**config.mk**
```make
export PLATFORM = sky130hd
export DESIGN_NAME = uart_msg_sequencer
export DESIGN_NICKNAME = d
export VERILOG_FILES = /design/src/rtl/uart_msg_sequencer.sv
export SDC_FILE = /design/constraint.sdc
export NUM_CORES = 1
export LEC_CHECK = 0
export ABC_AREA = 0
export BUFFER_PORTS_ARGS = -buffer_cell sky130_fd_sc_hd__buf_2
export CORE_MARGIN = 10
export CORE_UTILIZATION = 59
export CTS_CLUSTER_DIAMETER = 200
export DETAILED_ROUTE_END_ITERATION = 7
export HOLD_SLACK_MARGIN = 0.12
export PLACE_DENSITY = 0.78
export SETUP_SLACK_MARGIN = 0.15
export SLEW_MARGIN = 25
export SYNTH_ARGS = -nofsm -noshare
export SYNTH_HDL_FRONTEND = slang
export SYNTH_SLANG_ARGS = --single-unit
```
**constraint.sdc**
```tcl
create_clock -name CLK100MHZ -period 2.6 [get_ports CLK100MHZ]
set_input_delay 0.13 -clock CLK100MHZ [delete_from_list [all_inputs] [get_ports CLK100MHZ]]
set_output_delay 0.13 -clock CLK100MHZ [all_outputs]
set_load 0.02 [all_outputs]
```
**src/rtl/uart_msg_sequencer.sv**
```systemverilog
// uart_msg_sequencer: plays a writable byte buffer out to the UART transmitter
// over an isTX level / tx_done pulse handshake. It supports a runtime message
// length, an inter-byte gap, continuous repeat and abort.
//
// state  | meaning
// -------+-------------------------------------------------------------
// S_IDLE | waiting for start; isTX low, busy low
// S_LOAD | copying buf[byte_idx] into the tx_data register
// S_SEND | isTX high, waiting for tx_done from the transmitter
// S_GAP  | isTX low for G cycles before the next byte is loaded
module uart_msg_sequencer #(
  parameter int DATA_W     = 8,
  parameter int DEPTH      = 16,
  parameter int ADDR_W     = 4,
  parameter int GAP_CYCLES = 0
) (
  input  logic              CLK100MHZ,
  input  logic              reset,
  input  logic              wr_en,
  input  logic [ADDR_W-1:0] wr_addr,
  input  logic [DATA_W-1:0] wr_data,
  input  logic [ADDR_W:0]   msg_len,
  input  logic              start,
  input  logic              repeat_mode,
  input  logic              abort,
  input  logic              tx_done,
  output logic              isTX,
  output logic [DATA_W-1:0] tx_data,
  output logic              busy,
  output logic              msg_done,
  output logic [ADDR_W-1:0] byte_idx,
  output logic [7:0]        pass_cnt
);

  // A zero gap would let isTX stay high between bytes, so at least one GAP
  // cycle is always inserted; with LOAD that gives >=2 low cycles.
  localparam int G     = (GAP_CYCLES < 1) ? 1 : GAP_CYCLES;
  localparam int GAP_W = (G > 1) ? $clog2(G) : 1;

  localparam logic [GAP_W-1:0]  GAP_LOAD = GAP_W'(G - 1);
  localparam logic [GAP_W-1:0]  GAP_ONE  = GAP_W'(1);
  localparam logic [ADDR_W:0]   LEN_MAX  = (ADDR_W + 1)'(DEPTH);
  localparam logic [ADDR_W:0]   LEN_ONE  = (ADDR_W + 1)'(1);
  localparam logic [ADDR_W-1:0] IDX_ONE  = ADDR_W'(1);

  typedef enum logic [1:0] {
    S_IDLE = 2'd0,
    S_LOAD = 2'd1,
    S_SEND = 2'd2,
    S_GAP  = 2'd3
  } state_t;

  state_t              r_state;
  state_t              w_state_nxt;

  logic [DATA_W-1:0]   r_mem [DEPTH];

  logic [ADDR_W:0]     r_len;
  logic [ADDR_W:0]     w_len_nxt;
  logic [GAP_W-1:0]    r_gap_cnt;
  logic [GAP_W-1:0]    w_gap_cnt_nxt;
  logic                r_istx;
  logic                w_istx_nxt;
  logic [DATA_W-1:0]   r_tx_data;
  logic [DATA_W-1:0]   w_tx_data_nxt;
  logic                r_busy;
  logic                w_busy_nxt;
  logic                r_msg_done;
  logic                w_msg_done_nxt;
  logic [ADDR_W-1:0]   r_byte_idx;
  logic [ADDR_W-1:0]   w_byte_idx_nxt;
  logic [7:0]          r_pass_cnt;
  logic [7:0]          w_pass_cnt_nxt;
  logic                w_last;

  // Message buffer: written in any state; a same-cycle LOAD sees the old byte.
  always_ff @(posedge CLK100MHZ) begin
    if (wr_en) begin
      r_mem[wr_addr] <= wr_data;
    end
  end

  assign w_last = ({1'b0, r_byte_idx} == (r_len - LEN_ONE));

  // Next-state and next-output logic; abort overrides everything outside IDLE.
  always_comb begin
    w_state_nxt    = r_state;
    w_len_nxt      = r_len;
    w_gap_cnt_nxt  = r_gap_cnt;
    w_tx_data_nxt  = r_tx_data;
    w_byte_idx_nxt = r_byte_idx;
    w_pass_cnt_nxt = r_pass_cnt;
    w_msg_done_nxt = 1'b0;

    if (abort && (r_state != S_IDLE)) begin
      w_state_nxt = S_IDLE;
    end else begin
      case (r_state)
        S_IDLE: begin
          if (start && (msg_len != '0)) begin
            w_len_nxt      = (msg_len > LEN_MAX) ? LEN_MAX : msg_len;
            w_byte_idx_nxt = '0;
            w_pass_cnt_nxt = '0;
            w_state_nxt    = S_LOAD;
          end
        end
        S_LOAD: begin
          w_tx_data_nxt = r_mem[r_byte_idx];
          w_state_nxt   = S_SEND;
        end
        S_SEND: begin
          if (tx_done) begin
            if (!w_last) begin
              w_byte_idx_nxt = r_byte_idx + IDX_ONE;
              w_gap_cnt_nxt  = GAP_LOAD;
              w_state_nxt    = S_GAP;
            end else if (repeat_mode) begin
              w_pass_cnt_nxt = r_pass_cnt + 8'd1;
              w_byte_idx_nxt = '0;
              w_gap_cnt_nxt  = GAP_LOAD;
              w_state_nxt    = S_GAP;
            end else begin
              w_pass_cnt_nxt = r_pass_cnt + 8'd1;
              w_msg_done_nxt = 1'b1;
              w_state_nxt    = S_IDLE;
            end
          end
        end
        S_GAP: begin
          if (r_gap_cnt == '0) begin
            w_state_nxt = S_LOAD;
          end else begin
            w_gap_cnt_nxt = r_gap_cnt - GAP_ONE;
          end
        end
        default: begin
          w_state_nxt = S_IDLE;
        end
      endcase
    end

    // Outputs are registered versions of the state being entered.
    w_istx_nxt = (w_state_nxt == S_SEND);
    w_busy_nxt = (w_state_nxt != S_IDLE);
  end

  // State and output registers with synchronous reset.
  always_ff @(posedge CLK100MHZ) begin
    if (reset) begin
      r_state    <= S_IDLE;
      r_len      <= '0;
      r_gap_cnt  <= '0;
      r_istx     <= 1'b0;
      r_tx_data  <= '0;
      r_busy     <= 1'b0;
      r_msg_done <= 1'b0;
      r_byte_idx <= '0;
      r_pass_cnt <= '0;
    end else begin
      r_state    <= w_state_nxt;
      r_len      <= w_len_nxt;
      r_gap_cnt  <= w_gap_cnt_nxt;
      r_istx     <= w_istx_nxt;
      r_tx_data  <= w_tx_data_nxt;
      r_busy     <= w_busy_nxt;
      r_msg_done <= w_msg_done_nxt;
      r_byte_idx <= w_byte_idx_nxt;
      r_pass_cnt <= w_pass_cnt_nxt;
    end
  end

  assign isTX     = r_istx;
  assign tx_data  = r_tx_data;
  assign busy     = r_busy;
  assign msg_done = r_msg_done;
  assign byte_idx = r_byte_idx;
  assign pass_cnt = r_pass_cnt;

endmodule

```
Word level (Yosys, flattened, before mapping)

Memory sizes are Yosys's and may differ from the RTL's. A register that Yosys moved wholly into a read port is not among the register bits.
Cells that the tools add are included.

Bits in writable memories: 128
Bits in read-only memories: 0
Flip-flop bits (word level): 23
Output and inout port bits: 23
Memories: 1
Latch bits: 0

Multiplexer cells: 25
Add/subtract/negate cells: 4
Divide/modulo/power cells: 0
Shift operators: 0
Reductions and logical operators: 14
Multiply operators: 0
Magnitude comparators: 1
Eq/ne operators: 9
Bitwise logic cells: 4

Memory list:

| memory | depth | width | read ports | clocked after Yosys merged registers in | write ports | RTL line | source |
|---|---|---|---|---|---|---|---|
| r_mem  | 16    | 8     | 1          | 1                                       | 1           | 56       | `logic [DATA_W-1:0] r_mem [DEPTH];` |

Operator list:

| operator                                                           | number |
|---|---|
| 8-bit 2-to-1 mux                                                   | 3 |
| 4-bit 2-to-1 mux                                                   | 4 |
| 8-bit one-hot mux with 2 select lines                              | 1 |
| 2-bit 2-to-1 mux                                                   | 6 |
| 5-bit AND reduction                                                | 2 |
| 8-bit by 1-bit adder with 8-bit output, second input constant      | 1 |
| 2-bit one-hot mux with 4 select lines                              | 1 |
| 4-bit one-hot mux with 2 select lines                              | 1 |
| 2-bit nonzero test                                                 | 4 |
| 1-bit 2-to-1 mux                                                   | 7 |
| 2-bit == test, second input constant                               | 3 |
| 2-bit != test, second input constant                               | 3 |
| 4-bit by 5-bit == test with 1-bit output                           | 1 |
| 5-bit greater-than comparator, second input constant               | 1 |
| 5-bit 2-to-1 mux                                                   | 1 |
| 5-bit nonzero test                                                 | 1 |
| 5-bit OR reduction                                                 | 1 |
| 5-bit by 1-bit subtractor with 5-bit output, second input constant | 1 |
| 4-bit by 1-bit adder with 4-bit output, second input constant      | 1 |
| 1-bit inverter                                                     | 4 |
| 4-bit AND reduction                                                | 1 |
| 3-bit != test, second input constant                               | 1 |
| 3-bit AND reduction                                                | 1 |
| 2-bit by 1-bit == test with 1-bit output, second input constant    | 1 |
| 5 further kinds                                                    | 6 |

Longest topological paths before layout

Depth after elaboration: 7
Mapped depth: 9
Mapped depth without buffers: 8

Least setup slack after synthesis

OpenSTA, ideal clock, no wires.

Kind: reg-to-reg
Start point: register r_len[0]
End point: register r_busy (netlist: busy)
Buffers on the path: 0
Data required time: 2.466 ns
Cell stages (with the launch flop): 9
Arrival time: 1.882 ns
Slack: 0.585 ns
Library setup time: 0.134 ns
Cells stage by stage: dfxtp_1 > inv_1 > ha_1 > xor2_1 > o211a_1 > o211ai_2 > or3b_2 > a211oi_1 > a211oi_1

Longest elaborated chain between the ends: 7

RTL lines:

| item                                        | RTL line | source |
|---|---|---|
| start, declared                             | 58       | `logic [ADDR_W:0] r_len;` |
| start signal, assigned                      | 161      | `r_len <= w_len_nxt;` |
| 5-bit by 1-bit subtractor with 5-bit output | 83       | `assign w_last = ({1'b0, r_byte_idx} == (r_len - LEN_ONE));` |
| 4-bit by 5-bit == test with 1-bit output    | 83       |  |
| 2-bit 2-to-1 mux                            | 113      | `if (!w_last) begin` |
| 2-bit 2-to-1 mux                            | 112      | `if (tx_done) begin` |
| 2-bit one-hot mux with 4 select lines       | 98       | `case (r_state)` |
| 2-bit 2-to-1 mux                            | 95       | `if (abort && (r_state != S_IDLE)) begin` |
| 2-bit nonzero test                          | 144      | `w_busy_nxt = (w_state_nxt != S_IDLE);` |
| end signal, assigned                        | 165      | `r_busy <= w_busy_nxt;` |
| end, declared                               | 66       | `logic r_busy;` |

Every way passes these cells.
A chain may end at the register's enable or synchronous reset.

Worst setup path in the final report

Same ends and word-level chain as after synthesis.

==> results.md <==
- Final std cells w/o fill: about 600
- Die ar.: 0.01535 sq mm
- Slew headroom: 43.50%
- Largest net degree at the start of global routing: 37
- Area grow syn2layout: 17.66%
- Crit path kind: flip-flop to flip-flop
- Max Clock Skew: 0.009686 ns
- Clock buffer depth: 2
- Critical Path RT: 2.99 ns
- Skew-Pair Late Insertion Delay: 0.53 ns
- Highest achievable clock rate: 467.2 MHz
- FILL cells: 664
- Via count: 3625
- I/O pins: 47
- Post-CTS Setup Bufs: 0
- Drt wl/cell: 22.24 um
- Clock slew at reported path FFs: roughly 0.060 ns
- Worst min path class: primary input to flip-flop
- Worst Path Arrival: 2.53 ns
- Yosys cell types: 46
- Layout cell share with drive strength beyond 1: 26.98%
- Worst vdd ir: 610.1 uV
- Drt pass-1 iters: 6
- Hold buffers post-CTS: 20
- Clock root cell: clkbuf_8
- Post_cts resized: 0
- GP Congestion: 0.7975
- Syn avg cell area: 16.76 sq um
- Initial antenna violation count: 0
- IO buf count: 46
- Yosys warning count: 0
- Syn_nets: 407
- Hold Crit Start: wr_addr[0]
- RSZ-0062 raised after global routing: no
- CP startpoint: r_len[0]
- Final setup viols: 0
- Met3 usage: 5.520%
- Die height: 123.9 um
- Htree depth: 4
- Type of origin of the critical path: flip-flop
- Crit Reg-Reg Startpoint: r_len[0]
- Pins Over Slew Limit: 0
- Finished Core Util: 71.94%
- Ys flop type: edfxtp_1
- Initial DRC Count: between 300 and 400
- LEAKAGE: between 0.002 and 0.003 uW
- GRT overflow: 0
- Final ANT Viol Nets: 0
- Sequential element share of the synthesized area: between 60% and 70%
- CP max FO: 4
- Synth Instances: 380
- Crit. End Element: flip-flop
- GRT busiest layer: met2
- Post-Route WL: 13410 um
- Global-route wire length before repair: 20700 um
- Slew @ Worst Pin: 0.8458 ns
- Power Density: 707.3 mW/mm^2
- Commonest non-fill, non-tap cells in the layout: 128 x edfxtp_1, 46 x buf_2, 38 x nor2_1, 32 x mux4_2, 29 x dfxtp_1
- TritonCTS clock tree: yes
- HPWL after DPL: 8502 um
- Status: finished, final reports clean
- Cell Area, Synth: 0.006369 sq mm
- Flops & latches, synth: between 150 and 200
- Antenna Cells: 0
- Slowest CP cell: or3b_2
- Residual DRC: 0
- Die Wd: 123.9 um
- Period utilization: 82.33%
- Crit path top cell by count: a211oi_1
- Number of flops mapped to enable cells by yosys: 128
- Row Count: 37
- Total track usage: between 15 and 20%
- Sink Count: between 150 and 200
- CTS buffer count: 17
- Global Route met2 Usage: 29.80%
- Largest stage delay on the critical path: 0.50 ns
- Placed instance count: 551
- GR Util met1: 23.16%
- Core area: approximately 0.010 sq mm
- Via density per instance: around 6
- Maxcap violations: 0
- Synth async-reset ratio: 0%
- Setup tns final: 0 ns
- Crit-path cells: inv_1, ha_1, xor2_1, o211a_1, o211ai_2, or3b_2, a211oi_1, a211oi_1
- Final Cell Area: 0.007493 sq mm
- Commonest non-fill, non-tap cell in the layout: edfxtp_1
- Placed Area: 0.006758 sq mm
- Initial Utilization: 61.14%
- Nets: between 400 and 500
- Hold Vio Cnt, Final: 0
- Vias in the first global route: 3811
- Crit path time final: approximately 2.1 ns
sequential cells by signal, indices dropped and copies added (netlist names):
signal    cells
busy          1
tx_data       8
pass_cnt      8
msg_done      1
r_state       2
r_len         5
r_mem       128
byte_idx      4
isTX          1
final timing paths:
path	endpoint	slack, ns	depth (start not counted)
worst max-delay path	busy	0.46	8
worst min register to register	tx_data[0]	0.52	2
worst min-delay path	r_mem[0][4]	0.17	3
worst max register to register	busy	0.46	8
cells in the mapped netlist, drive strengths merged, types with 3 or more instances:
library cell,count,area share (%)
a2111oi,3,0.90
a211oi,6,0.71
a21oi,23,1.8
a22oi,16,1.9
buf,10,1.1
clkbuf,10,0.59
dfxtp,30,9.4
edfxtp,128,60
ha,3,0.59
inv,4,0.24
mux4,32,11
nand2,5,0.29
nand2b,6,0.59
nand3,5,0.39
nand3b,3,0.35
nor2,39,2.6
nor2b,5,0.49
nor3,8,0.63
nor3b,7,0.90
o211ai,3,0.43
xnor2,10,1.4
xor2,3,0.53
layout make-up:
| type | instances | area [sq um] | area share (%) |
|---|---|---|---|
| timing repair buffer | 75 | 523.0 | 6.979 |
| inverter | 4 | 15.01 | 0.2004 |
| tap | 136 | 170.2 | 2.271 |
| clock inverter | 13 | 113.9 | 1.519 |
| sequential | 158 | 4446 | 59.33 |
| multi-input combinational | 198 | 1804 | 24.08 |
| clock buffer | 19 | 421.7 | 5.627 |
metrics by stage:
| step | worst slack (ns) | total power (uW) | hold WS, ns |
|---|---|---|---|
| floorplan | 0.5845 | 2984 | 0.2068 |
| global placement | 0.5380 | 3073 | 0.3988 |
| detailed placement | 0.4691 | 3087 | 0.4093 |
| CTS | 0.4574 | 5331 | 0.1465 |
| global route | 0.3135 | 5473 | 0.1577 |
| finish | 0.4594 | 5300 | 0.1714 |
cells by family after synthesis:
kind of cell / synth area share, %
adder cells (fa/ha/maj): 0.5895
XOR/XNOR: 1.906
buffers and inverters: 1.886
multiplexers: 11.47
flip-flops: 69.78
AND/OR/NAND/NOR: 7.328
AO/OA/AOI/OAI: 7.033
layer usage:
layer	vias up	share of wire, %
met5	-	0
met4	0	2.1
met3	19	7.4
met2	140	49
met1	1811	42
li1	1655	-
power by group:
group	total, uW	leakage [uW]	internal (uW)	switching, uW
sequential	2810	0.00140	2790	24.3
combinational	247	0.000858	97.5	150
clock	2240	0.000254	1270	971
worst max-delay path: cells and delay by family (launching register included):
kind	cells	cell delay (ns)
XOR/XNOR	1	0.14
flip-flops	1	0.42
AO/OA/AOI/OAI	4	0.59
AND/OR/NAND/NOR	1	0.50
adder cells (fa/ha/maj)	1	0.30
buffers and inverters	1	0.07
Power figures use the tool's default switching activity.
